$ cat config.mk
export PLATFORM = sky130hd
export DESIGN_NAME = mbinit_repairclk_fsm
export DESIGN_NICKNAME = d
export VERILOG_FILES = /design/src/rtl/mbinit_repairclk_fsm.sv
export SDC_FILE = /design/constraint.sdc
export NUM_CORES = 1
export LEC_CHECK = 0
export CORE_ASPECT_RATIO = 1.25
export CORE_MARGIN = 10
export CORE_UTILIZATION = 43
export DETAILED_ROUTE_END_ITERATION = 16
export HOLD_SLACK_MARGIN = 0.12
export MAX_ROUTING_LAYER = met4
export PLACE_DENSITY_LB_ADDON = 0.2
export SLEW_MARGIN = 10
export SYNTH_ARGS = -nofsm -noshare
export SYNTH_HDL_FRONTEND = slang
export SYNTH_SLANG_ARGS = --single-unit
export TNS_END_PERCENT = 5
$ cat constraint.sdc
create_clock -name CLK -period 1.7 [get_ports CLK]
set_clock_uncertainty 0.1 [all_clocks]
set_input_delay 0.17 -clock CLK [delete_from_list [all_inputs] [get_ports CLK]]
set_output_delay 0.17 -clock CLK [all_outputs]
set_load 0.02 [all_outputs]
$ cat src/rtl/mbinit_repairclk_fsm.sv
// mbinit_repairclk_fsm
// MBINIT.REPAIRCLK substep controller. It runs the sideband init/result/done
// handshake with the partner die around the clock-lane repair pattern. It also
// checks the returned RCKP/RCKN/RTRK lane results.
// Optional feature: define MBINIT_REPAIRCLK_TIMEOUT_EN to build a wait-state
// timeout counter. The counter sends the FSM to ERROR after TIMEOUT_CYCLES
// cycles without progress.
module mbinit_repairclk_fsm #(
  parameter int unsigned TIMEOUT_CYCLES = 800000
) (
  input  logic       CLK,
  input  logic       rst,
  input  logic       i_CAL_end,
  input  logic [3:0] i_Rx_SbMessage,
  input  logic       i_msg_valid,
  input  logic [2:0] i_Rx_msginfo,
  input  logic       i_Busy_SideBand,
  input  logic       i_falling_edge_busy,
  input  logic       i_CLK_Pattern_done,
  output logic [3:0] o_TX_SbMessage,
  output logic       o_ValidOutDatat_Module,
  output logic       o_MBINIT_REPAIRCLK_Pattern_En,
  output logic [2:0] o_clk_lane_status,
  output logic       o_REPAIRCLK_end,
  output logic       o_train_error_req
);

  // Sideband message encodings used by this substep.
  localparam logic [3:0] MSG_NONE        = 4'b0000;
  localparam logic [3:0] MSG_INIT_REQ    = 4'b0001;
  localparam logic [3:0] MSG_INIT_RESP   = 4'b0010;
  localparam logic [3:0] MSG_RESULT_REQ  = 4'b0011;
  localparam logic [3:0] MSG_RESULT_RESP = 4'b0100;
  localparam logic [3:0] MSG_DONE_REQ    = 4'b0101;
  localparam logic [3:0] MSG_DONE_RESP   = 4'b0110;

  typedef enum logic [3:0] {
    ST_IDLE           = 4'd0,
    ST_SEND_INIT      = 4'd1,
    ST_WAIT_INIT      = 4'd2,
    ST_PATTERN        = 4'd3,
    ST_WAIT_BUSY_RES  = 4'd4,
    ST_SEND_RESULT    = 4'd5,
    ST_WAIT_RESULT    = 4'd6,
    ST_CHECK          = 4'd7,
    ST_WAIT_BUSY_DONE = 4'd8,
    ST_SEND_DONE      = 4'd9,
    ST_WAIT_DONE      = 4'd10,
    ST_COMPLETE       = 4'd11,
    ST_ERROR          = 4'd12
  } state_e;

  state_e     state_q, state_d;
  logic [3:0] tx_msg_q, tx_msg_d;
  logic       valid_q, valid_d;
  logic       pat_en_q, pat_en_d;
  logic       end_q, end_d;
  logic       err_q, err_d;
  logic [2:0] lane_status_q, lane_status_d;
  logic       timeout_hit;

  // Qualified received messages.
  logic rx_init_resp, rx_result_resp, rx_done_resp;
  assign rx_init_resp   = i_msg_valid && (i_Rx_SbMessage == MSG_INIT_RESP);
  assign rx_result_resp = i_msg_valid && (i_Rx_SbMessage == MSG_RESULT_RESP);
  assign rx_done_resp   = i_msg_valid && (i_Rx_SbMessage == MSG_DONE_RESP);

`ifdef MBINIT_REPAIRCLK_TIMEOUT_EN
  localparam int unsigned CNT_W = (TIMEOUT_CYCLES > 1) ? $clog2(TIMEOUT_CYCLES) : 1;
  localparam logic [CNT_W-1:0] CNT_LIMIT = CNT_W'(TIMEOUT_CYCLES - 1);

  logic [CNT_W-1:0] cnt_q, cnt_d;
  logic             in_wait;

  assign in_wait = (state_q == ST_WAIT_INIT)   || (state_q == ST_PATTERN) ||
                   (state_q == ST_WAIT_RESULT) || (state_q == ST_WAIT_DONE);
  assign timeout_hit = in_wait && (cnt_q == CNT_LIMIT);

  // Timeout counter: restarts on any state change and in IDLE, counts only in waits.
  always_comb begin
    cnt_d = cnt_q;
    if ((state_d != state_q) || (state_q == ST_IDLE)) begin
      cnt_d = '0;
    end else if (in_wait) begin
      cnt_d = cnt_q + 1'b1;
    end
  end

  // Timeout counter register.
  always_ff @(posedge CLK) begin
    if (rst) begin
      cnt_q <= '0;
    end else begin
      cnt_q <= cnt_d;
    end
  end
`else
  // No counter: waits hold indefinitely. The parameter is still referenced so
  // both builds share one parameter list.
  assign timeout_hit = 1'b0 & (TIMEOUT_CYCLES == 0);
`endif

  // Next-state logic for the handshake sequence.
  always_comb begin
    // NOTE: every always_comb target gets a default first, so no path can leave
    // it unassigned and infer a latch.
    state_d = state_q;
    unique case (state_q)
      ST_IDLE: begin
        if (i_CAL_end && !i_Busy_SideBand) state_d = ST_SEND_INIT;
      end
      ST_SEND_INIT: begin
        if (i_falling_edge_busy) state_d = ST_WAIT_INIT;
      end
      ST_WAIT_INIT: begin
        if (rx_init_resp)     state_d = ST_PATTERN;
        else if (timeout_hit) state_d = ST_ERROR;
      end
      ST_PATTERN: begin
        if (i_CLK_Pattern_done) state_d = ST_WAIT_BUSY_RES;
        else if (timeout_hit)   state_d = ST_ERROR;
      end
      ST_WAIT_BUSY_RES: begin
        if (!i_Busy_SideBand) state_d = ST_SEND_RESULT;
      end
      ST_SEND_RESULT: begin
        if (i_falling_edge_busy) state_d = ST_WAIT_RESULT;
      end
      ST_WAIT_RESULT: begin
        if (rx_result_resp)   state_d = ST_CHECK;
        else if (timeout_hit) state_d = ST_ERROR;
      end
      ST_CHECK: begin
        state_d = (lane_status_q == 3'b111) ? ST_WAIT_BUSY_DONE : ST_ERROR;
      end
      ST_WAIT_BUSY_DONE: begin
        if (!i_Busy_SideBand) state_d = ST_SEND_DONE;
      end
      ST_SEND_DONE: begin
        if (i_falling_edge_busy) state_d = ST_WAIT_DONE;
      end
      ST_WAIT_DONE: begin
        if (rx_done_resp)     state_d = ST_COMPLETE;
        else if (timeout_hit) state_d = ST_ERROR;
      end
      ST_COMPLETE: begin
        if (!i_CAL_end) state_d = ST_IDLE;
      end
      ST_ERROR: begin
        if (!i_CAL_end) state_d = ST_IDLE;
      end
      default: state_d = ST_IDLE;
    endcase
  end

  // Output decode from the next state so registered outputs line up with state_q.
  always_comb begin
    tx_msg_d = MSG_NONE;
    valid_d  = 1'b0;
    pat_en_d = 1'b0;
    end_d    = 1'b0;
    err_d    = 1'b0;
    unique case (state_d)
      ST_SEND_INIT:   begin valid_d = 1'b1; tx_msg_d = MSG_INIT_REQ;   end
      ST_SEND_RESULT: begin valid_d = 1'b1; tx_msg_d = MSG_RESULT_REQ; end
      ST_SEND_DONE:   begin valid_d = 1'b1; tx_msg_d = MSG_DONE_REQ;   end
      ST_PATTERN:     pat_en_d = 1'b1;
      ST_COMPLETE:    end_d    = 1'b1;
      ST_ERROR:       err_d    = 1'b1;
      default: ;
    endcase
  end

  // Lane status: cleared when a new attempt starts, captured from result_resp,
  // otherwise held so a failing result stays visible in ERROR.
  always_comb begin
    lane_status_d = lane_status_q;
    if ((state_d == ST_SEND_INIT) && (state_q != ST_SEND_INIT)) begin
      lane_status_d = 3'b000;
    end else if ((state_q == ST_WAIT_RESULT) && rx_result_resp) begin
      lane_status_d = i_Rx_msginfo;
    end
  end

  // State and output registers with synchronous reset.
  always_ff @(posedge CLK) begin
    if (rst) begin
      state_q       <= ST_IDLE;
      tx_msg_q      <= MSG_NONE;
      valid_q       <= 1'b0;
      pat_en_q      <= 1'b0;
      end_q         <= 1'b0;
      err_q         <= 1'b0;
      lane_status_q <= 3'b000;
    end else begin
      // NOTE: non-blocking assignments for all state, so every register samples
      // pre-edge values regardless of statement order.
      state_q       <= state_d;
      tx_msg_q      <= tx_msg_d;
      valid_q       <= valid_d;
      pat_en_q      <= pat_en_d;
      end_q         <= end_d;
      err_q         <= err_d;
      lane_status_q <= lane_status_d;
    end
  end

  assign o_TX_SbMessage                = tx_msg_q;
  assign o_ValidOutDatat_Module        = valid_q;
  assign o_MBINIT_REPAIRCLK_Pattern_En = pat_en_q;
  assign o_clk_lane_status             = lane_status_q;
  assign o_REPAIRCLK_end               = end_q;
  assign o_train_error_req             = err_q;

endmodule

==> summary by stage <==
Synth
The synthesis-stage register bit count is 14. The number of flops mapped to enable cells by yosys is 0. The summed instance area of the synthesized netlist is 726 um^2.

A synthesized cell averages 8.85 um^2. The net count after synthesis is 96. For this run, the leading register cell type out of synthesis is sky130_fd_sc_hd__dfxtp_1. Synthesis produced 82 cells.

The fraction of synthesis flops using an asynchronous set or reset pin is 0%. Synthesis instantiated 34 different standard cells from the library. The Yosys step of the flow raised 0 warnings. The share of the yosys chip area belonging to registers is 38.6%.

Floorplanning
The height of the chip is 65.9 um. The top-level port count is 25. The number of core rows is 16. The die footprint is 3740 um^2.

The area inside the core boundary is 1580 um^2. The die width is 56.7 um. For this configuration, the core starts out at a cell density of 45.9%.

Clock tree
The number of buffers inserted for hold repair after clock tree synthesis is 0. The total number of H-tree levels is 1. The CTS buffer count is 3. After clock tree synthesis, the clock-pin slew on the worst setup and hold paths is 0.08 ns.

TritonCTS built the clock tree. In this run the deepest clock path goes through 2 buffers. Once the clock tree was built, the setup fixing pass inserted 0 buffers. The cell sitting at the root of the clock tree is a sky130_fd_sc_hd__clkbuf_4.

The clock network latency to the later pin of the worst-skew pair is 0.28 ns. The total clock sinks is 14.

Pwr
The total chip power is 0.726 mW. The peak supply drop is 0.000410 V. Net switching is 26.9% of the power. The share of total power in the clock network is 25.3%. Per report_power, the sequential group accounts for 49.7% of the total. The internal power is 0.530 mW.

The power per cell area is 688 nW/um^2. For this design the total switching power over the nets is 0.196 mW. Summed over all cells, the static leakage comes to 0.463 nW.

In this run, the combinational gates consume 25.1% of the power.

Drt
The vias per cell is 5.24. The number of DRC violations after detailed-routing iteration 0 is 16. After detailed routing, the average wire length per cell comes to 14.4 um.

Before antenna repair, the detailed router went through 4 iterations. The detail route stage leaves a number of antenna-violating nets equal to 0. In the routed design, unresolved DRC markers number 0. The wire length after detailed routing is 1870 um. Summing over every cut layer, the via total after detailed routing is 681.

Critical path
The worst setup path category is reg2reg. STA classifies the critical path startpoint as a flip-flop. In this run the critical register-to-register path is launched from state_q[0]$_SDFF_PP0_. STA puts the critical path data arrival time at 1.70 ns. The first element of the critical path is state_q[0]$_SDFF_PP0_. The register-to-register setup slack is 0.11 ns.

The data required time of the worst path is 1.82 ns. The end of the worst register-to-register path is o_TX_SbMessage[2]$_SDFF_PP0_. The cell depth of the worst flop-to-flop path is 5. The critical path capture point type is a flip-flop. In this run the worst path has a maximum fanout of 10. The end of the critical path is o_TX_SbMessage[2]$_SDFF_PP0_.

Cells and area
0 antenna diodes ended up in the layout. Once layout is complete, the cells apart from fillers number 130. The number of nets in the finished design is 128. The top cell types in the final layout, fill and taps aside, are sky130_fd_sc_hd__clkdlybuf4s50_1, sky130_fd_sc_hd__dfxtp_1, sky130_fd_sc_hd__buf_4, sky130_fd_sc_hd__nor2_1.

Counting the fill cells in the layout gives 141. The most frequent standard cell in the layout excluding fill and tap cells is sky130_fd_sc_hd__clkdlybuf4s50_1. Of the cells placed in the final design, the portion with a size suffix greater than 1 is 23.2%. Compared with the post-synthesis result, the final layout area differs by 45.3%. For this run, the share of the core covered by cells in the final layout is 66.7%.

Global routing
The met1 track demand over resource in global routing is 10.8%. The number of global-route vias before repair is 707. The number of antenna violations at the first check in global routing came to 0.

The global routing stage identified its most utilized layer as met2. The met2 routing resource usage after global routing is 18.5%. The total congestion overflow after global routing is 0. The global-route total usage across every layer is 10.8%. The first-pass GRT wire length is 3170 um. Global routing consumed, on the met3 layer, 2.88% of the routing resources. Entering global routing, the biggest net connects 11 pins.

STA
The final critical path time including I/O delays and setup is 1.59 ns. Setup violations remaining at the end of the flow were counted as 0. The share of the clock period used by the worst path after layout is 93.4%. The number of slew-limit violations in the final report is 0.

The achievable clock frequency is 630 MHz. The final hold violation count is 0.

Place
The estimated wirelength of the detail-placed design is 1520 um. The cell total after placement is 127. At the end of routability-driven placement, the weighted congestion stood at 0.798. The number of port buffers is 23.

Min path
The number of cells traversed by the worst hold path is 2. The worst min-delay path class is in2reg.

Flow run
Across the run, the number of max-cap violations was 0.

Run status
The flow ran to the end, and the final reports show no timing, DRC or antenna violations.
-- synthesized netlist by cell type (2+ instances only) --
cell type | count | area share [%]
sky130_fd_sc_hd__inv_1 | 4 | 2.1
sky130_fd_sc_hd__nor3b_1 | 4 | 4.1
sky130_fd_sc_hd__a21o_1 | 2 | 2.1
sky130_fd_sc_hd__nor2b_1 | 3 | 2.6
sky130_fd_sc_hd__nand2b_1 | 2 | 1.7
sky130_fd_sc_hd__buf_4 | 4 | 4.1
sky130_fd_sc_hd__a31oi_1 | 2 | 1.7
sky130_fd_sc_hd__and3_1 | 2 | 1.7
sky130_fd_sc_hd__a21oi_1 | 3 | 2.1
sky130_fd_sc_hd__nor2_1 | 8 | 4.1
sky130_fd_sc_hd__mux2i_1 | 4 | 5.5
sky130_fd_sc_hd__nand3_1 | 3 | 2.1
sky130_fd_sc_hd__nor3_1 | 3 | 2.1
sky130_fd_sc_hd__o22ai_1 | 2 | 1.7
sky130_fd_sc_hd__nand2_1 | 3 | 1.6
sky130_fd_sc_hd__dfxtp_1 | 14 | 39
sky130_fd_sc_hd__or2_2 | 2 | 1.7
-- worst min-delay path by stage --
stage / startpoint / to / slack (ns)
4_1_cts: rst / o_ValidOutDatat_Module$_SDFF_PP0_ / 0.41
2_1_floorplan: i_Rx_msginfo[0] / o_clk_lane_status[0]$_SDFFE_PP0P_ / 0.21
3_5_place_dp: o_clk_lane_status[2]$_SDFFE_PP0P_ / o_clk_lane_status[2]$_SDFFE_PP0P_ / 0.45
6_report: rst / o_ValidOutDatat_Module$_SDFF_PP0_ / 0.41
3_3_place_gp: o_clk_lane_status[2]$_SDFFE_PP0P_ / o_clk_lane_status[2]$_SDFFE_PP0P_ / 0.43
5_1_grt: rst / o_ValidOutDatat_Module$_SDFF_PP0_ / 0.45
-- routing by layer --
layer  routed length, um  part of all wire (%)
met1                 759                    41
met2                 985                    53
met3                  75                   4.0
met4                  49                   2.6
met5                   0                     0
-- power groups by stage --
stage	Clock (mW)	Sequential [mW]	Combinational [mW]
after floorplan	0	0.361	0.0989
after global placement	0	0.365	0.177
after detailed placement	0	0.365	0.179
after CTS	0.187	0.358	0.180
after global routing	0.202	0.363	0.203
final	0.183	0.360	0.182
-- cell families after synthesis --
group / Yosys count / share of synthesized area (%)
other: 1 / 0.517
buffers and inverters: 10 / 7.24
xor gates and xnor gates: 1 / 1.21
and+or+nand+nor: 39 / 34.8
DFF: 14 / 38.6
muxes: 4 / 5.52
AOI/OAI and AO/OA: 13 / 12.1
-- state kept, by name, indices dropped and copies added (netlist names) --
signal / count
state_q: 4
o_TX_SbMessage: 3
o_clk_lane_status: 3
o_MBINIT_REPAIRCLK_Pattern_En: 1
o_REPAIRCLK_end: 1
o_ValidOutDatat_Module: 1
o_train_error_req: 1
-- timing repair --
item / in CTS / in global routing
setup endpoints to repair: 4 / 6
cloned: 0 / 0
pin swaps: 0 / 0
resized for setup: 1 / 6
-- worst max-delay path: stages (launching register included) --
cell and delay [ns]:
sky130_fd_sc_hd__dfxtp_4 0.41, sky130_fd_sc_hd__and2_4 0.17, sky130_fd_sc_hd__a41o_1 0.16, sky130_fd_sc_hd__nand3_1 0.10, sky130_fd_sc_hd__or3_1 0.40, sky130_fd_sc_hd__nor3b_2 0.17
-- stage by stage --
step | area, um^2 | hold slack (ns) | setup TNS [ns] | setup WS (ns)
2_1_floorplan | 726 | 0.214 | 0 | 0.192
3_3_place_gp | 1020 | 0.429 | -0.872 | -0.147
3_5_place_dp | 1020 | 0.451 | -1.22 | -0.200
4_1_cts | 1040 | 0.414 | 0 | 0.0463
5_1_grt | 1050 | 0.446 | -0.0158 | -0.0158
6_report | 1050 | 0.415 | 0 | 0.112
-- final cells by class --
type                       count  area (um^2)  area share (%)
timing repair buffer          33          305            28.9
multi-input combinational     58          402            38.1
tap                           18         22.5            2.14
inverter                       4         15.0            1.42
clock buffer                   3         22.5            2.14
sequential                    14          288            27.3
(Power assumes the default switching activity.)
